**config.mk**
```make
export PLATFORM = sky130hd
export DESIGN_NAME = uart_rx_os16
export DESIGN_NICKNAME = d
export VERILOG_FILES = /design/src/rtl/uart_rx_os16.sv
export SDC_FILE = /design/constraint.sdc
export NUM_CORES = 1
export LEC_CHECK = 0
export ABC_AREA = 1
export BUFFER_PORTS_ARGS = -buffer_cell sky130_fd_sc_hd__buf_4
export CAP_MARGIN = 20
export CORE_MARGIN = 4
export CORE_UTILIZATION = 43
export CTS_BUF_LIST = sky130_fd_sc_hd__clkbuf_4 sky130_fd_sc_hd__clkbuf_8
export DETAILED_ROUTE_END_ITERATION = 7
export PLACE_DENSITY = 0.72
export SETUP_SLACK_MARGIN = 0.05
export SLEW_MARGIN = 40
export SYNTH_ARGS = -nofsm -noshare
export SYNTH_HDL_FRONTEND = slang
export SYNTH_SLANG_ARGS = --single-unit
```
**constraint.sdc**
```tcl
create_clock -name clk -period 1.35 [get_ports clk]
set_input_delay 0.0675 -clock clk [delete_from_list [all_inputs] [get_ports clk]]
set_output_delay 0.0675 -clock clk [all_outputs]
set_load 0.05 [all_outputs]
```
**src/rtl/uart_rx_os16.sv**
```systemverilog
// UART receiver, 8 data + parity + stop, 16x oversampling with 3-sample majority vote.
// Holds one received byte with error flags behind a valid/ready handshake.
module uart_rx_os16 #(
  parameter int CLK_DIV    = 27,
  parameter int PARITY_ODD = 0
) (
  input  logic       clk,
  input  logic       rstn,
  input  logic       rx_in,
  input  logic       rx_ready,
  output logic [7:0] rx_data_out,
  output logic       rx_valid,
  output logic       parity_bit_error,
  output logic       stop_bit_error,
  output logic       overrun_error,
  output logic       rx_busy
);

  typedef enum logic [2:0] {IDLE, START, DATA, PARITY, STOP} state_t;

  state_t      state_q, state_d;
  logic        s1_q, s2_q, rxs;
  logic [11:0] div_q;
  logic [3:0]  smp_q;
  logic [2:0]  idx_q;
  logic [7:0]  shf_q;
  logic        par_q;
  logic        v7_q, v8_q, v9_q;
  logic [7:0]  data_q;
  logic        valid_q, perr_q, serr_q, ovr_q, busy_q;

  logic tick, wrap, start_go, done, vote_wrap, vote_stop, load;

  assign rxs       = s2_q;
  assign tick      = (div_q == 12'(CLK_DIV - 1));
  assign wrap      = tick && (smp_q == 4'd15);
  assign start_go  = (state_q == IDLE) && !rxs;
  // Stop bit resolves at mid-bit so the next start edge is never missed.
  assign done      = (state_q == STOP) && tick && (smp_q == 4'd9);
  assign vote_wrap = (v7_q & v8_q) | (v7_q & v9_q) | (v8_q & v9_q);
  assign vote_stop = (v7_q & v8_q) | (v7_q & rxs)  | (v8_q & rxs);
  assign load      = !valid_q || rx_ready;

  always_comb begin
    state_d = state_q;
    case (state_q)
      IDLE:    if (!rxs) state_d = START;
      START:   if (wrap) state_d = vote_wrap ? IDLE : DATA;
      DATA:    if (wrap && idx_q == 3'd7) state_d = PARITY;
      PARITY:  if (wrap) state_d = STOP;
      STOP:    if (done) state_d = IDLE;
      default: state_d = IDLE;
    endcase
  end

  always_ff @(posedge clk or negedge rstn) begin
    if (!rstn) begin
      s1_q    <= 1'b1;
      s2_q    <= 1'b1;
      state_q <= IDLE;
      div_q   <= '0;
      smp_q   <= '0;
      idx_q   <= '0;
      shf_q   <= '0;
      par_q   <= 1'b0;
      v7_q    <= 1'b0;
      v8_q    <= 1'b0;
      v9_q    <= 1'b0;
      data_q  <= '0;
      valid_q <= 1'b0;
      perr_q  <= 1'b0;
      serr_q  <= 1'b0;
      ovr_q   <= 1'b0;
      busy_q  <= 1'b0;
    end else begin
      s1_q    <= rx_in;
      s2_q    <= s1_q;
      state_q <= state_d;
      busy_q  <= (state_d != IDLE);

      // Restarting the divider on the start edge aligns tick phase to the frame.
      if (start_go || tick) div_q <= '0;
      else                  div_q <= div_q + 12'd1;

      if (start_go)  smp_q <= '0;
      else if (tick) smp_q <= smp_q + 4'd1;

      if (tick && smp_q == 4'd7) v7_q <= rxs;
      if (tick && smp_q == 4'd8) v8_q <= rxs;
      if (tick && smp_q == 4'd9) v9_q <= rxs;

      if (state_q == START && wrap) idx_q <= '0;
      if (state_q == DATA && wrap) begin
        shf_q[idx_q] <= vote_wrap;
        idx_q        <= idx_q + 3'd1;
      end
      if (state_q == PARITY && wrap) par_q <= vote_wrap;

      if (done && load) begin
        data_q  <= shf_q;
        perr_q  <= ((^shf_q) ^ par_q) != 1'(PARITY_ODD);
        serr_q  <= ~vote_stop;
        valid_q <= 1'b1;
      end else begin
        if (done) ovr_q <= 1'b1;
        if (valid_q && rx_ready) valid_q <= 1'b0;
      end
    end
  end

  assign rx_data_out      = data_q;
  assign rx_valid         = valid_q;
  assign parity_bit_error = perr_q;
  assign stop_bit_error   = serr_q;
  assign overrun_error    = ovr_q;
  assign rx_busy          = busy_q;

endmodule

```
==> metrics.md <==
| Metric | Value |
|---|---|
| First-iteration detailed-routing DRC count | 110 |
| Area Overhead vs Synth | 33.6% |
| Antenna Violating Nets Remaining | 0 |
| Clock edge transition at the registers on the reported setup and hold paths | 0.09 ns |
| MaxCap Viol Count | 0 |
| RSZ-0062 raised after global routing | yes |
| Most frequent cells in the layout | nand2_1 (81), buf_4 (52), dfrtp_1 (47) |
| Synth unique cells | 32 |
| Buffers on Ports | 16 |
| All-Layer GR Usage | 0.152 |
| Syn Area/Cell | 8.17 sq um |
| Antenna cells | 0 |
| Flop pwr share | 0.611 |
| Reg2Reg Setup Slack | -0.26 ns |
| Worst r2r dst | div_q[4] |
| Internal | 1.85 mW |
| Initial Utilization | 0.443 |
| Pwr Density | 690 mW/mm^2 |
| Clock root buffer | clkbuf_8 |
| Logic pwr share | 0.021 |
| Leading cell type in the layout, fill and taps excluded | nand2_1 |
| Leakage power | 1.74 nW |
| Final wirelength | 5.48 mm |
| Clk_skew | 0.00646 ns |
| Layout cell share with drive strength beyond 1 | 0.377 |
| Clock power frac | 0.368 |
| Max-slew violations | 0 |
| Num ports | 17 |
| Switching power | 567 uW |
| Period utilization | 1.19 |
| Cell count along the critical path | 10 |
| NumNets Final | 400 |
| Syn Inst Count | 321 |
| Post-layout instance count excluding filler cells | 465 |
| Vias in the first global route | 2090 |
| CTS Buffer Depth | 2 |
| Hpwl dp | 3.79 mm |
| Setup crit start | div_q[0] |
| Synthesized Nets | 332 |
| Hold Crit Start | rx_ready |
| Worst rel slew slack | 0.587 |
| Outcome | complete, but fails checks |
| Max Clock Freq | 0.621 GHz |
| Slowest cell on the critical path | dfrtp_1 |
| Hold Path Stages | 4 |
| H-tree depth | 2 |
| Average wire per standard cell | 11.8 um |
| Worst slew pin tran | 0.619 ns |
| Fill count | 501 |
| Die W | 86.1 um |
| Crit start category | flop |
| Final setup viols | 46 |
| Die ar. | 0.00742 sq mm |
| Hold/Removal Path Class | in -> reg |
| Critical Path RT | 1.55 ns |
| Failing checks | setup timing |
| Via density | 4.78 |
| CTS tree | done |
| Num rows | 28 |
| FF-to-FF Start | div_q[0] |
| Final WS setup | -0.260 ns |
| CTS Buf Count | 5 |
| Kind of cell adding the most delay to the critical path | simple AND/OR/NAND/NOR gates |
| Total number of vias | 2225 |
| CP Cell Sequence | inv_1 > ha_2 > nand2_1 > inv_1 > nand2_2 > nor2_4 > nand2_2 > nand2_4 > buf_8 > nor3b_2 |
| DR DRC count | 0 |
| Placed inst area | 0.00315 sq mm |
| Synth Warn # | 0 |
| Post-route cell area | 0.00350 sq mm |
| Die height | 86.1 um |
| #FFs+latches synth | 49 |
| Drt pass-1 iters | 4 |
| Worst EP arrival | 1.81 ns |
| Post-synthesis sequential area ratio | 0.468 |
| Skew-Pair Late Insertion Delay | 0.31 ns |
| Crit Path Class | reg -> reg |
| Overflow after GRT | 0 |
| Largest net degree at the start of global routing | 50 |
| Sw frac | 0.235 |
| Worst vdd ir | 0.422 mV |
| Initial antenna violation count | 0 |
| FF-to-FF path depth | 10 |
| Critical path destination | div_q[4] |
| Clock sinks | 49 |
| Cell Area, Synth | 0.00262 sq mm |
| Clock period minus worst slack | 1.61 ns |
| Dpl cells | 448 |
| Max incr delay on CP | 0.42 ns |
| Core Region | 0.00592 sq mm |
| Crit Path Max Fanout | 6 |
| Worst Setup End Kind | flop |
| First-pass GRT wire length | 9.04 mm |
| CP Buf/Inv Count | 3 |
| Placer Congestion | 0.852 |
| Final hold vios | 0 |
-- cell usage after synthesis --
cell / number / area (sq um)
dfrtp_1: 47 / 1180
nor2_8: 1 / 20.0
inv_2: 6 / 22.5
nor2_4: 5 / 56.3
or2_4: 1 / 8.76
o21bai_1: 1 / 7.51
nand4_1: 5 / 31.3
nand2_1: 96 / 360
nor2_1: 34 / 128
buf_6: 2 / 22.5
and3_1: 1 / 6.26
ha_1: 7 / 87.6
nand2_4: 1 / 11.3
o21ai_0: 4 / 20.0
nor4_1: 1 / 6.26
a21oi_1: 9 / 45.0
nor3_1: 6 / 30.0
o21ai_1: 11 / 55.1
nand3_1: 14 / 70.1
xor2_1: 5 / 43.8
o21ai_2: 2 / 17.5
dfstp_2: 2 / 52.6
nor2_2: 3 / 18.8
nand3_2: 10 / 100
buf_4: 1 / 7.51
nand2_2: 4 / 25.0
inv_1: 36 / 135
xnor2_1: 1 / 8.76
nor3b_1: 2 / 15.0
nand4_4: 1 / 21.3
and2_1: 1 / 6.26
o21a_1: 1 / 7.51
-- kinds of logic after synthesis --
group,share of synthesized area
buffers and inverters,0.0715
and+or+nand+nor,0.349
DFF,0.468
adders and majority gates,0.0334
xor gates and xnor gates,0.0200
AOI/OAI and AO/OA,0.0582
-- how the worst min path moves through the flow --
stage / endpoint / slack [ns]
3_5_place_dp: rx_data_out[7] / 0.13
6_report: rx_valid / 0.08
5_1_grt: rx_valid / 0.11
2_1_floorplan: div_q[0] / -0.23
4_1_cts: rx_valid / 0.06
3_3_place_gp: rx_data_out[7] / 0.12
-- worst register-to-register path: cells and delay by family, from the launching register on --
| kind | cells | cell delay (ns) |
|---|---|---|
| fa+ha+maj | 1 | 0.18 |
| buf+inv | 3 | 0.29 |
| flops | 1 | 0.42 |
| simple gates | 6 | 0.59 |
-- per-stage QoR --
| step | hold slack, ns | worst slack (ns) | total power [mW] | TNS [ns] | util |
|---|---|---|---|---|---|
| floorplan | -0.228 | -0.0843 | 1.51 | -1.39 | - |
| global placement | 0.118 | -0.165 | 1.55 | -4.20 | 0.532 |
| detailed placement | 0.125 | -0.223 | 1.55 | -7.33 | 0.532 |
| CTS | 0.0617 | -0.239 | 2.44 | -8.17 | 0.569 |
| global route | 0.113 | -0.353 | 2.51 | -12.75 | 0.592 |
| finish | 0.0822 | -0.260 | 2.42 | -9.18 | 0.592 |
-- final cells by class --
cell class | instances | area, sq um | share of cell area
Inverter | 42 | 163 | 0.0464
Sequential cell | 49 | 1230 | 0.351
Multi-Input combinational cell | 228 | 1410 | 0.403
Clock buffer | 5 | 68.8 | 0.0196
Tap cell | 75 | 93.8 | 0.0268
Clock inverter | 3 | 22.5 | 0.00643
Timing Repair Buffer | 63 | 515 | 0.147
-- timing repair --
| action | 4_1_cts | 5_1_grt |
|---|---|---|
| endpoints found under the hold margin | 48 | 0 |
| hold buffers | 2 | 0 |
| setup buffers | 2 | 5 |
| pin swaps | 8 | 11 |
| cloned | 1 | 0 |
| endpoints found under the setup margin | 45 | 46 |
| gates resized for setup | 27 | 28 |
-- registers in the layout, indices dropped and copies added (netlist names) --
signal,flops
v9_q,1
rxs,1
parity_bit_error,1
rx_busy,1
rx_data_out,8
s1_q,1
v8_q,1
shf_q,8
overrun_error,1
idx_q,3
par_q,1
smp_q,4
state_q,3
stop_bit_error,1
div_q,12
rx_valid,1
v7_q,1
-- power groups by stage --
stage                     Sequential (mW)  Combinational [mW]  Clock, mW
after floorplan                      1.51             0.00361          0
after global placement               1.50              0.0475          0
after detailed placement             1.50              0.0484          0
after CTS                            1.48              0.0529      0.912
after global routing                 1.48              0.0595      0.975
final                                1.48              0.0507      0.890
-- per-layer routing --
layer | vias up | part of all wire | track usage
li1 | 1151 | - | -
met1 | 1031 | 0.46 | 0.191
met2 | 35 | 0.49 | 0.259
met3 | 8 | 0.035 | 0.0307
met4 | 0 | 0.016 | 0.0504
met5 | - | 0 | 0
No activity file was read; power rests on OpenSTA's default activity.
